`config.mk`:
```
export PLATFORM = sky130hd
export DESIGN_NAME = sd_command_responder
export DESIGN_NICKNAME = d
export VERILOG_FILES = /design/src/rtl/sd_pkg.sv /design/src/rtl/sd_resp_buffer.sv /design/src/rtl/sd_command_responder.sv
export SDC_FILE = /design/constraint.sdc
export NUM_CORES = 1
export LEC_CHECK = 0
export ABC_CLOCK_PERIOD_IN_PS = 3200
export BUFFER_PORTS_ARGS = -buffer_cell sky130_fd_sc_hd__buf_4
export CAP_MARGIN = 20
export CORE_UTILIZATION = 56
export CTS_CLUSTER_SIZE = 28
export DETAILED_ROUTE_END_ITERATION = 6
export PLACE_DENSITY = 0.79
export SYNTH_ARGS = -nofsm -noshare
export SYNTH_HDL_FRONTEND = slang
export SYNTH_SLANG_ARGS = --single-unit
```
`constraint.sdc`:
```
create_clock -name clock -period 3.2 [get_ports clock]
set_clock_uncertainty 0.15 [all_clocks]
set_input_delay 0.64 -clock clock [delete_from_list [all_inputs] [get_ports clock]]
set_output_delay 0.64 -clock clock [all_outputs]
set_load 0.005 [all_outputs]
```
`src/rtl/sd_pkg.sv`:
```
`default_nettype none
// ----------------------------------------------------------------------------
// sd_pkg: command indices, R1 bit layout, OCR window and responder FSM states. Rev 1.0
// ----------------------------------------------------------------------------
package sd_pkg;

    localparam logic [5:0] CMD0  = 6'd0;
    localparam logic [5:0] CMD8  = 6'd8;
    localparam logic [5:0] CMD16 = 6'd16;
    localparam logic [5:0] CMD41 = 6'd41;
    localparam logic [5:0] CMD55 = 6'd55;
    localparam logic [5:0] CMD58 = 6'd58;

    localparam int R1_IDLE    = 0;
    localparam int R1_ILLEGAL = 2;
    localparam int R1_CRC     = 3;
    localparam int R1_PARAM   = 6;

    localparam logic [23:0] OCR_VOLTAGE = 24'hFF_80_00;

    typedef enum logic [1:0] {
        ST_WAIT   = 2'd0,
        ST_DECODE = 2'd1,
        ST_SEND   = 2'd2
    } state_t;

    function automatic logic [7:0] make_r1(input logic idle, input logic illegal,
                                           input logic crc, input logic param);
        logic [7:0] r;
        r             = 8'h00;
        r[R1_IDLE]    = idle;
        r[R1_ILLEGAL] = illegal;
        r[R1_CRC]     = crc;
        r[R1_PARAM]   = param;
        return r;
    endfunction

endpackage
`default_nettype wire

```
`src/rtl/sd_resp_buffer.sv`:
```
`default_nettype none
// ----------------------------------------------------------------------------
// sd_resp_buffer: 5-byte response load/shift register with valid/ready output. Rev 1.0
// ----------------------------------------------------------------------------
module sd_resp_buffer (
    input  logic        clock,
    input  logic        reset,
    input  logic        load,
    input  logic        abort,
    input  logic [39:0] load_data,
    input  logic [2:0]  load_len,
    input  logic        tx_ready,
    output logic [7:0]  tx_data,
    output logic        tx_valid,
    output logic        last_sent
);

    logic [39:0] data_q, data_d;
    logic [2:0]  len_q, len_d;
    logic [2:0]  idx_q, idx_d;
    logic        valid_q, valid_d;
    logic [7:0]  cur_byte;
    logic        xfer;

    // Byte 0 sits in the top lane so responses go out MSB first.
    always_comb begin
        case (idx_q)
            3'd0:    cur_byte = data_q[39:32];
            3'd1:    cur_byte = data_q[31:24];
            3'd2:    cur_byte = data_q[23:16];
            3'd3:    cur_byte = data_q[15:8];
            3'd4:    cur_byte = data_q[7:0];
            default: cur_byte = 8'hFF;
        endcase
    end

    assign xfer      = valid_q & tx_ready;
    assign last_sent = xfer & (idx_q == (len_q - 3'd1));

    always_comb begin
        data_d  = data_q;
        len_d   = len_q;
        idx_d   = idx_q;
        valid_d = valid_q;
        if (abort) begin
            valid_d = 1'b0;
            idx_d   = 3'd0;
        end else if (load) begin
            data_d  = load_data;
            len_d   = load_len;
            idx_d   = 3'd0;
            valid_d = (load_len != 3'd0);
        end else if (last_sent) begin
            valid_d = 1'b0;
            idx_d   = 3'd0;
        end else if (xfer) begin
            idx_d = idx_q + 3'd1;
        end
    end

    always_ff @(posedge clock or negedge reset) begin
        if (!reset) begin
            data_q  <= 40'd0;
            len_q   <= 3'd0;
            idx_q   <= 3'd0;
            valid_q <= 1'b0;
        end else begin
            data_q  <= data_d;
            len_q   <= len_d;
            idx_q   <= idx_d;
            valid_q <= valid_d;
        end
    end

    assign tx_data  = valid_q ? cur_byte : 8'hFF;
    assign tx_valid = valid_q;

endmodule
`default_nettype wire

```
`src/rtl/sd_command_responder.sv`:
```
`default_nettype none
// ----------------------------------------------------------------------------
// sd_command_responder: SD SPI-mode command decode, card state and response streamer. Rev 1.0
// ----------------------------------------------------------------------------
module sd_command_responder
    import sd_pkg::*;
#(
    parameter int   INIT_POLLS = 2,
    parameter logic CCS        = 1'b1,
    parameter int   BLOCK_LEN  = 512
) (
    input  logic        clock,
    input  logic        reset,
    input  logic        io_ArgumentReadFinished,
    input  logic        io_ReadSuccess,
    input  logic [5:0]  io_Command,
    input  logic [31:0] io_CommandArgument,
    output logic [7:0]  io_TxData,
    output logic        io_TxValid,
    input  logic        io_TxReady,
    output logic        io_CardIdle,
    output logic        io_AppPending,
    output logic        io_Busy
);

    localparam logic [3:0]  POLLS_TGT   = 4'(INIT_POLLS);
    localparam logic [31:0] BLOCK_LEN_W = 32'(BLOCK_LEN);

    state_t      state_q, state_d;
    logic        arf_q;
    logic [5:0]  cmd_q, cmd_d;
    logic [31:0] arg_q, arg_d;
    logic        ok_q, ok_d;
    logic        ready_q, ready_d;
    logic        app_q, app_d;
    logic [3:0]  polls_q, polls_d;
    logic [3:0]  polls_inc;
    logic        trigger;
    logic        load, abort, last_sent;
    logic [39:0] load_data;
    logic [2:0]  load_len;
    logic        illegal, crc, param;
    logic [7:0]  r1;
    logic [31:0] ocr;

    assign trigger   = io_ArgumentReadFinished & ~arf_q;
    assign cmd_d     = trigger ? io_Command         : cmd_q;
    assign arg_d     = trigger ? io_CommandArgument : arg_q;
    assign ok_d      = trigger ? io_ReadSuccess     : ok_q;
    assign polls_inc = polls_q + 4'd1;

    always_comb begin
        state_d   = state_q;
        ready_d   = ready_q;
        app_d     = app_q;
        polls_d   = polls_q;
        load      = 1'b0;
        abort     = 1'b0;
        load_len  = 3'd1;
        load_data = 40'hFF_FFFF_FFFF;
        illegal   = 1'b0;
        crc       = 1'b0;
        param     = 1'b0;
        r1        = 8'h00;
        ocr       = 32'h0;
        case (state_q)
            ST_WAIT: begin
                if (trigger) state_d = ST_DECODE;
            end
            ST_DECODE: begin
                load    = 1'b1;
                state_d = ST_SEND;
                app_d   = 1'b0;
                if (!ok_q) begin
                    crc = 1'b1;
                end else begin
                    case (cmd_q)
                        CMD0: begin
                            ready_d = 1'b0;
                            polls_d = 4'd0;
                        end
                        CMD55: app_d = 1'b1;
                        CMD41: begin
                            if (!app_q) begin
                                illegal = 1'b1;
                            end else if (!ready_q) begin
                                polls_d = polls_inc;
                                if (polls_inc == POLLS_TGT) ready_d = 1'b1;
                            end
                        end
                        CMD16:       param = (arg_q != BLOCK_LEN_W);
                        CMD8, CMD58: begin end
                        default:     illegal = 1'b1;
                    endcase
                end
                // The idle bit reports the state after this command has taken effect.
                r1  = make_r1(~ready_d, illegal, crc, param);
                ocr = {ready_d, CCS, 6'b0, OCR_VOLTAGE};
                if (ok_q && cmd_q == CMD8) begin
                    load_len  = 3'd5;
                    load_data = {r1, 16'h0000, 4'h0,
                                 (arg_q[11:8] == 4'h1) ? 4'h1 : 4'h0, arg_q[7:0]};
                end else if (ok_q && cmd_q == CMD58) begin
                    load_len  = 3'd5;
                    load_data = {r1, ocr};
                end else begin
                    load_data = {r1, 32'hFFFF_FFFF};
                end
            end
            ST_SEND: begin
                if (trigger) begin
                    abort   = 1'b1;
                    state_d = ST_DECODE;
                end else if (last_sent) begin
                    state_d = ST_WAIT;
                end
            end
            default: state_d = ST_WAIT;
        endcase
    end

    always_ff @(posedge clock or negedge reset) begin
        if (!reset) begin
            state_q <= ST_WAIT;
            arf_q   <= 1'b0;
            cmd_q   <= 6'd0;
            arg_q   <= 32'd0;
            ok_q    <= 1'b0;
            ready_q <= 1'b0;
            app_q   <= 1'b0;
            polls_q <= 4'd0;
        end else begin
            state_q <= state_d;
            arf_q   <= io_ArgumentReadFinished;
            cmd_q   <= cmd_d;
            arg_q   <= arg_d;
            ok_q    <= ok_d;
            ready_q <= ready_d;
            app_q   <= app_d;
            polls_q <= polls_d;
        end
    end

    sd_resp_buffer u_buf (
        .clock     (clock),
        .reset     (reset),
        .load      (load),
        .abort     (abort),
        .load_data (load_data),
        .load_len  (load_len),
        .tx_ready  (io_TxReady),
        .tx_data   (io_TxData),
        .tx_valid  (io_TxValid),
        .last_sent (last_sent)
    );

    assign io_CardIdle   = ~ready_q;
    assign io_AppPending = app_q;
    assign io_Busy       = (state_q != ST_WAIT);

endmodule
`default_nettype wire

```
==> results of run 1 <==
==> state kept, by name, summed over array words and instances (netlist names) <==
signal	flops
ok_q	1
polls_q	4
u_buf.data_q	17
arf_q	1
u_buf.tx_valid	1
io_AppPending	1
u_buf.idx_q	3
ready_q	1
state_q	2
u_buf.len_q	2
arg_q	32
cmd_q	6
==> routing by layer <==
layer	track usage (%)	vias to the layer above	share of wire [%]
li1	-	1209	-
met1	31.0	1213	45
met2	39.1	70	48
met3	7.61	13	5.1
met4	9.46	0	1.9
met5	0	-	0
==> kinds of logic (layout without fill, tap and decap cells) <==
logic type	count (synthesis)	in the layout	share of synthesized area, %
AND/OR/NAND/NOR	89	89	13.9
flip-flops	71	71	52.0
AO/OA/AOI/OAI	65	65	13.1
multiplexers	43	43	14.0
buffers and inverters	25	85	3.66
adder cells (fa/ha/maj)	7	7	2.56
XOR/XNOR	3	3	0.769
==> cell usage after synthesis (2+ instances only) <==
| cell type | number | area [um^2] |
|---|---|---|
| a211oi_1 | 4 | 30.0 |
| a21o_1 | 4 | 30.0 |
| a21oi_1 | 20 | 100 |
| a22oi_1 | 3 | 22.5 |
| a31oi_1 | 2 | 12.5 |
| buf_2 | 2 | 10.0 |
| clkbuf_1 | 12 | 45.0 |
| dfrtp_1 | 71 | 1780 |
| ha_1 | 7 | 87.6 |
| inv_1 | 10 | 37.5 |
| mux2_2 | 39 | 439 |
| mux2i_1 | 4 | 40.0 |
| nand2_1 | 22 | 82.6 |
| nand2b_1 | 3 | 18.8 |
| nand3_1 | 3 | 15.0 |
| nand3b_1 | 4 | 30.0 |
| nand4_1 | 6 | 37.5 |
| nor2_1 | 19 | 71.3 |
| nor2b_1 | 5 | 31.3 |
| nor3_1 | 2 | 10.0 |
| nor4_1 | 7 | 43.8 |
| nor4b_1 | 3 | 26.3 |
| o21ai_0 | 14 | 70.1 |
| o32ai_1 | 2 | 17.5 |
| or2_2 | 4 | 25.0 |
| or3_1 | 2 | 12.5 |
| or3b_2 | 2 | 17.5 |
| xnor2_1 | 2 | 17.5 |
==> area by class of cell <==
| cell class | instances | area share, % |
|---|---|---|
| flip-flops and latches | 71 | 43.7 |
| well taps | 75 | 2.31 |
| clock inverters | 6 | 1.51 |
| inverters | 10 | 0.924 |
| multi-input cells | 207 | 37.5 |
| repair buffers | 59 | 10.9 |
| clock buffers | 10 | 3.14 |
==> worst register-to-register path, cell delays in order (launching register included) <==
cell and delay (ns):
dfrtp_1 0.45, or4_1 0.64, or3_1 0.49, a221oi_2 0.35, o22ai_1 0.13
==> report_power, final <==
group          switching [mW]  internal [mW]
logic                   0.128          0.170
registers              0.0859          0.994
clock network           0.328          0.357
total                   0.542           1.52
==> worst max path at each step <==
| stage | startpoint | endpoint | slack (ns) | depth (start not counted) |
|---|---|---|---|---|
| final | u_buf.idx_q[0]$_DFFE_PN0P_ | io_TxData[3] | 0.27 | 7 |
| after global routing | u_buf.idx_q[0]$_DFFE_PN0P_ | io_TxData[2] | 0.06 | 7 |
| after CTS | u_buf.idx_q[0]$_DFFE_PN0P_ | io_TxData[3] | 0.26 | 7 |
| after detailed placement | u_buf.idx_q[0]$_DFFE_PN0P_ | io_TxData[3] | 0.63 | 7 |
| after global placement | u_buf.idx_q[0]$_DFFE_PN0P_ | io_TxData[3] | 0.70 | 7 |
| after floorplan | u_buf.idx_q[2]$_DFFE_PN0P_ | io_TxData[1] | 0.56 | 8 |
==> results.toml, run 1 <==
[cells_and_area]
nets = 408
syn_to_final_growth_pct = 18.9
drive_gt1_share_pct = 34.7
fill_cells = 466
final_core_util_pct = 68.6
final_common_cell = "dfrtp_1"
final_cell_mix = "71 x dfrtp_1, 59 x buf_4, 39 x mux2_2"
postLayoutCellArea_um2 = 4060
multi_input_area_um2 = 1520
diodes = 0
stdcell_count = 438
regArea_um2 = 1780

[place]
gp_congestion = 0.851
io_buffers = 54
dp_worst_setup_slack_ns = 0.626
dpl.cell_count = 422
place_area_um2 = 3870
dpl.hpwl_um = 4910

[job]
cap_violations = 0

[routing]
via_count = 2505
viasPerCell = 5.72
first_pass_iters = 4
drc = 0
finalWirelength_um = 6970
ant_nets = 0
wl_per_cell_um = 15.9
drtIter0Drc = 129

[clocking]
cts.sinks = 71
clk_path_buf_depth = 2
cts-root-buf = "clkbuf_8"
hold_buffers = 0
htreeDepth = 3
cts_tree = "done"
clkTransAtPathRegs_ns = 0.07
post_cts_resized = 0
clock_latency_ns = 0.33
post_cts_buffers = 0
cts_buffers = 9

[power]
leakage_nw = 1.71
p_total_mw = 2.06
ir_drop_mv = 0.370
power.density_nw_per_um2 = 508

[worst_hold_path]
min_path_type = "input port to async pin"

[sta]
slew_viol_final = 0
final_hold_viol_count = 0
tns_ns = 0
worst_hold_slack_ns = 0.263
post-route-period-util_pct = 91.7
max_clock_freq_mhz = 341
finalWorstSetupSlack_ns = 0.267
rsz0062_at_grt = "false"
post-route-min-period_ns = 2.93
tightest_slew_ns = 0.874
final-setup-viol-count = 0
slew_headroom_pct = 41.7

[setup_path]
crit_family = "compound AO/OA/AOI/OAI gates"
cp_slowest_stage_delay_ns = 0.44
startpoint_type = "register"
cp.required_ns = 2.41
path_cells = "ha_1 -> ha_1 -> or2_2 -> o221ai_1 -> a21oi_1 -> o21ai_0 -> buf_4"
path_class = "register to output pin"
crit_path_frequent_cell = "ha_1"
rr_startpoint = "cmd_q[5]$_DFFE_PN0P_"
critical_path_arrival_ns = 2.14
rrSetupSlack_ns = 0.86
r2r_end = "polls_q[1]$_DFFE_PN0P_"
critPathBufInv = 1
cp_slowest_cell = "dfrtp_1"
rr_worst_depth = 4
end_kind = "output pin"
crit_fanout = 6

[floorplanning]
std_cell_rows = 28
die_w_um = 80.1
die_y_um = 80.1
io_pins = 55
initial_utilization_pct = 57.7
die_area_um2 = 6420
core-area_um2 = 5920

[logic_synthesis]
synth-seq-cells = 71
ys_types = 53
async_reset_ff_share_pct = 100
synth_edf_count = 0
syn-cell-area_um2 = 3420
syn-num-nets = 353
netlist_instances = 303
ys_warn_count = 0
postSynthAreaPerCell_um2 = 11.3
synth_ff_type = "dfrtp_1"
yosysSeqAreaShare_pct = 52.0

[global_route]
grt_antenna_before_repair = 0
grt_usage_pct = 24.4
grt_pass1_wl_um = 11700
grt_max_degree = 72
grt_overflow = 0
grt_pass1_vias = 2515

[outcome]
outcome = "completed"
Note: power is estimated with default switching activity, not from simulation.
==> inputs of run 2 (changes only) <==
--- a/config.mk
+++ b/config.mk
@@ -5,13 +5,13 @@
 export SDC_FILE = /design/constraint.sdc
 export NUM_CORES = 1
 export LEC_CHECK = 0
-export ABC_CLOCK_PERIOD_IN_PS = 3200
+export ABC_CLOCK_PERIOD_IN_PS = 3660
 export BUFFER_PORTS_ARGS = -buffer_cell sky130_fd_sc_hd__buf_4
 export CAP_MARGIN = 20
-export CORE_UTILIZATION = 56
+export CORE_UTILIZATION = 60
 export CTS_CLUSTER_SIZE = 28
 export DETAILED_ROUTE_END_ITERATION = 6
-export PLACE_DENSITY = 0.79
+export PLACE_DENSITY = 0.84
 export SYNTH_ARGS = -nofsm -noshare
 export SYNTH_HDL_FRONTEND = slang
 export SYNTH_SLANG_ARGS = --single-unit
==> constraint.sdc (replaced) <==
create_clock -name clock -period 3.66 [get_ports clock]
set_clock_uncertainty 0.15 [all_clocks]
set_input_delay 0.732 -clock clock [delete_from_list [all_inputs] [get_ports clock]]
set_output_delay 0.732 -clock clock [all_outputs]
set_load 0.005 [all_outputs]
==> results.toml, run 2 (same netlist as run 1, synthesis figures left out) <==
[global_route]
grt_pass1_wl_um = 12000
grt_max_degree = 72
grt_usage_pct = 25.9
grt_antenna_before_repair = 0
grt_overflow = 0
grt_pass1_vias = 2604

[setup_path]
cp_slowest_cell = "dfrtp_1"
path_cells = "inv_1 -> ha_1 -> or2_2 -> o221ai_1 -> a21oi_1 -> o21ai_0 -> buf_4"
critical_path_arrival_ns = 2.36
rr_startpoint = "cmd_q[5]$_DFFE_PN0P_"
end_kind = "output pin"
crit_fanout = 17
crit_family = "flip-flops"
startpoint_type = "register"
critPathBufInv = 2
cp_slowest_stage_delay_ns = 0.69
startpoint = "u_buf.idx_q[2]$_DFFE_PN0P_"
cp.required_ns = 2.78
path_class = "register to output pin"

[cells_and_area]
drive_gt1_share_pct = 34.3
largest_register_ffs = 32
final_cell_mix = "71 x dfrtp_1, 57 x buf_4, 39 x mux2_2"
diodes = 0
multi_input_area_um2 = 1520
top_register = "arg_q"
syn_to_final_growth_pct = 17.6
nets = 406
fill_cells = 404
final_common_cell = "dfrtp_1"
postLayoutCellArea_um2 = 4020
regArea_um2 = 1780
reg.largest.list = "arg_q (32), u_buf.data_q (17), cmd_q (6)"

[power]
power.density_nw_per_um2 = 434
ir_drop_mv = 0.310
leakage_nw = 1.69

[routing]
wl_met2_um = 3540
wirelength_met1_um = 3030
wl_per_cell_um = 16.3
top_layer = "met4"
wl_met3_um = 379
drc = 0
drtIter0Drc = 166
finalWirelength_um = 7050
first_pass_iters = 4
via_count = 2567
viasPerCell = 5.93
ant_nets = 0

[sta]
final-setup-viol-count = 0
post-route-period-util_pct = 88.5
post-route-min-period_ns = 3.24
tns_ns = 0
final_hold_viol_count = 0
rsz0062_at_grt = "false"
max_clock_freq_mhz = 309
slew_headroom_pct = 42.2
tightest_slew_ns = 0.867
slew_viol_final = 0

[clocking]
clkTransAtPathRegs_ns = 0.07
cts.sinks = 71
htreeDepth = 3
cts_tree = "done"
clk_path_buf_depth = 2
hold_buffers = 0
cts-root-buf = "clkbuf_8"
clock_latency_ns = 0.35
post_cts_resized = 0
cts_buffers = 9
post_cts_buffers = 0

[floorplanning]
initial_utilization_pct = 62.1
die_y_um = 77.5
die_w_um = 77.5
io_pins = 55
std_cell_rows = 27
core-area_um2 = 5510
die_area_um2 = 6000

[place]
dpl.hpwl_um = 4980
gp_congestion = 0.786
io_buffers = 54
place_area_um2 = 3860

[outcome]
outcome = "completed"

[job]
cap_violations = 0

[worst_hold_path]
min_path_type = "input port to async pin"
## run 2: worst paths after layout
kind | endpoint | slack (ns) | cells past startpoint
min | u_buf.data_q[29]$_DFFE_PN0P_ | 0.34 | 1
max reg2reg | polls_q[0]$_DFFE_PN0P_ | 1.29 | 4
max in group asynchronous | u_buf.data_q[7]$_DFFE_PN0P_ | 2.44 | 1
max | io_TxData[2] | 0.42 | 7
min reg2reg | arg_q[13]$_DFFE_PN0P_ | 0.36 | 1
min in group clock | arg_q[13]$_DFFE_PN0P_ | 0.36 | 1
## run 2: per-layer routing
layer  GRT usage (%)  vias to the layer above
li1                -                     1204
met1            32.6                     1277
met2            41.9                       77
met3            8.24                        9
met4            10.0                        0
met5               0                        -
## run 2: metrics by stage
step           std cells  utilization [%]  hold slack (ns)  total power, mW  worst slack, ns
2_1_floorplan        303                -            0.286             1.11            0.925
3_3_place_gp         417             70.0            0.324             1.21            0.955
3_5_place_dp         417             70.0            0.346             1.22            0.826
4_1_cts              433             73.0            0.352             1.76            0.451
5_1_grt              433             73.0            0.346             1.83            0.271
6_report             433             73.0            0.342             1.75            0.422
## run 2: final cells by class
| type | instances | area share [%] |
|---|---|---|
| flip-flops and latches | 71 | 44.2 |
| clock buffers | 10 | 3.17 |
| clock inverters | 6 | 0.933 |
| inverters | 10 | 0.933 |
| well taps | 72 | 2.24 |
| repair buffers | 57 | 10.6 |
| multi-input cells | 207 | 37.9 |
## run 2: where the power goes
| group | internal, mW | switching [mW] | leakage, nW |
|---|---|---|---|
| Combinational | 0.148 | 0.113 | 0.773 |
| Sequential | 0.869 | 0.0763 | 0.826 |
| Clock | 0.244 | 0.297 | 0.0898 |
==> inputs of run 3 (changes only) <==
--- a/config.mk
+++ b/config.mk
@@ -5,13 +5,14 @@
 export SDC_FILE = /design/constraint.sdc
 export NUM_CORES = 1
 export LEC_CHECK = 0
+export ABC_AREA = 1
 export ABC_CLOCK_PERIOD_IN_PS = 3660
 export BUFFER_PORTS_ARGS = -buffer_cell sky130_fd_sc_hd__buf_4
 export CAP_MARGIN = 20
-export CORE_UTILIZATION = 60
+export CORE_UTILIZATION = 61
 export CTS_CLUSTER_SIZE = 28
 export DETAILED_ROUTE_END_ITERATION = 6
-export PLACE_DENSITY = 0.84
+export PLACE_DENSITY = 0.85
 export SYNTH_ARGS = -nofsm -noshare
 export SYNTH_HDL_FRONTEND = slang
 export SYNTH_SLANG_ARGS = --single-unit
==> results.toml, run 3 <==
[sta]
final_hold_viol_count = 0
post-route-period-util_pct = 80.5
tightest_slew_ns = 0.880
rsz0062_at_grt = "false"
tns_ns = 0
max_clock_freq_mhz = 339
post-route-min-period_ns = 2.95
worst_hold_slack_ns = 0.345
slew_viol_final = 0
slew_headroom_pct = 41.3
final-setup-viol-count = 0

[clocking]
hold_buffers = 0
clock_latency_ns = 0.35
cts_buffers = 9
cts_tree = "done"
post_cts_resized = 0
post_cts_buffers = 0
cts-root-buf = "clkbuf_8"
clkTransAtPathRegs_ns = 0.07
htreeDepth = 3
clk_path_buf_depth = 2
cts.sinks = 71

[routing]
wl_per_cell_um = 14.1
wl_met2_um = 3510
wl_met3_um = 377
drc = 0
finalWirelength_um = 7130
ant_nets = 0
top_layer = "met4"
via_count = 2727
viasPerCell = 5.39
drtIter0Drc = 148
wirelength_met1_um = 3140
first_pass_iters = 4

[cells_and_area]
stdcell_count = 506
diodes = 0
postLayoutCellArea_um2 = 4130
final_cell_mix = "71 x dfrtp_1, 67 x nor2_1, 66 x nand2_1"
final_core_util_pct = 75.5
reg.largest.list = "arg_q (32), u_buf.data_q (17), cmd_q (6)"
top_register = "arg_q"
drive_gt1_share_pct = 27.4
largest_register_ffs = 32
final_common_cell = "dfrtp_1"
nets = 479
syn_to_final_growth_pct = 19.6

[global_route]
grt_antenna_before_repair = 0
grt_overflow = 0
grt_usage_pct = 26.6
grt_pass1_wl_um = 12200
grt_pass1_vias = 2741
grt_max_degree = 72

[setup_path]
crit_fanout = 10
critical_path_arrival_ns = 2.06
cp.required_ns = 2.78
startpoint_type = "register"
end_kind = "output pin"
path_class = "register to output pin"

[job]
cap_violations = 0

[logic_synthesis]
syn-num-nets = 423
yosysSeqAreaShare_pct = 51.4
synth_top_area_share_pct = 51.4
synth-seq-cells = 71
synth_commonest_cells = "71 x dfrtp_1, 67 x nand2_1, 67 x nor2_1"
synth_ff_type = "dfrtp_1"
synth_edf_count = 0
async_reset_ff_share_pct = 100
ys_types = 33
netlist_instances = 373
ys_warn_count = 0
syn-cell-area_um2 = 3460
synth_top_area_cell = "dfrtp_1"
synthTopCellsByArea = "dfrtp_1 51%, mux2_2 11%, nand2_1 7.3%"
yosysMostFrequentCell = "dfrtp_1"
postSynthAreaPerCell_um2 = 9.26

[place]
dpl.hpwl_um = 5140
gp_congestion = 0.879
dpl.cell_count = 490
io_buffers = 54
place_area_um2 = 3890

[floorplanning]
initial_utilization_pct = 63.1
die_y_um = 77.3
die_w_um = 77.3
std_cell_rows = 27
die_area_um2 = 5970
core-area_um2 = 5470
io_pins = 55

[power]
clockPowerShare_pct = 35.6
ir_drop_mv = 0.357
power_frac_seq_pct = 45.3
switchingPower_mw = 0.573
leakage_nw = 2.02
p_int_mw = 1.54
power.density_nw_per_um2 = 511
switching_share_pct = 27.2
comb_power_share_pct = 19.1

[outcome]
outcome = "completed"

[worst_hold_path]
min_path_type = "input port to async pin"
run 3: through the flow:
stage / worst slack [ns] / power (mW)
2_1_floorplan: 1.45 / 1.19
3_3_place_gp: 1.15 / 1.36
3_5_place_dp: 1.08 / 1.38
4_1_cts: 0.707 / 2.12
5_1_grt: 0.504 / 2.21
6_report: 0.714 / 2.11
run 3: routing by layer:
| layer | global-route usage (%) | vias to the layer above |
|---|---|---|
| met1 | 33.9 | 1294 |
| met3 | 6.31 | 12 |
| met5 | 0 | - |
| li1 | - | 1335 |
| met2 | 43.6 | 86 |
| met4 | 10.8 | 0 |
run 3: power by group through the flow:
stage,combinational [mW],sequential [mW],clock (mW)
floorplan,0.241,0.949,0
global placement,0.390,0.966,0
detailed placement,0.406,0.972,0
CTS,0.408,0.957,0.755
global route,0.449,0.969,0.793
finish,0.402,0.957,0.752
run 3: final cells by class:
cell class	count	area (um^2)
Clock buffer	10	128
Clock inverter	6	109
Fill cell	404	1340
Inverter	34	128
Multi-Input combinational cell	258	1490
Sequential cell	71	1780
Tap cell	72	90.1
Timing Repair Buffer	55	413
run 3: logic make-up after synthesis:
kind of cell    count (synthesis)  share of synthesized area, %
fa+ha+maj                       7                          2.53
flops                          71                          51.4
simple gates                  187                          24.2
compound gates                 29                          4.96
mux                            33                          10.8
xor+xnor                        2                         0.507
buf+inv                        44                          5.61
run 3: worst paths after layout:
kind                                               from                            to  slack [ns]  cells after the start
max                          u_buf.idx_q[0]$_DFFE_PN0P_                  io_TxData[5]        0.71                      8
min                                               reset         arg_q[25]$_DFFE_PN0P_        0.35                      1
max reg2reg                             arf_q$_DFF_PN0_          cmd_q[0]$_DFFE_PN0P_        1.79                      4
min reg2reg                u_buf.data_q[37]$_DFFE_PN0P_  u_buf.data_q[37]$_DFFE_PN0P_        0.35                      2
max in group asynchronous                         reset          arg_q[1]$_DFFE_PN0P_        2.43                      1
min in group clock              io_ArgumentReadFinished               arf_q$_DFF_PN0_        0.35                      1
run 3: worst max-delay path: stages (launching register included):
cell and delay (ns):
dfrtp_1 0.44, inv_1 0.13, ha_1 0.36, nor2_1 0.09, o211ai_1 0.16, nand2_1 0.10
nor3_2 0.21, nand2_1 0.08, buf_4 0.14
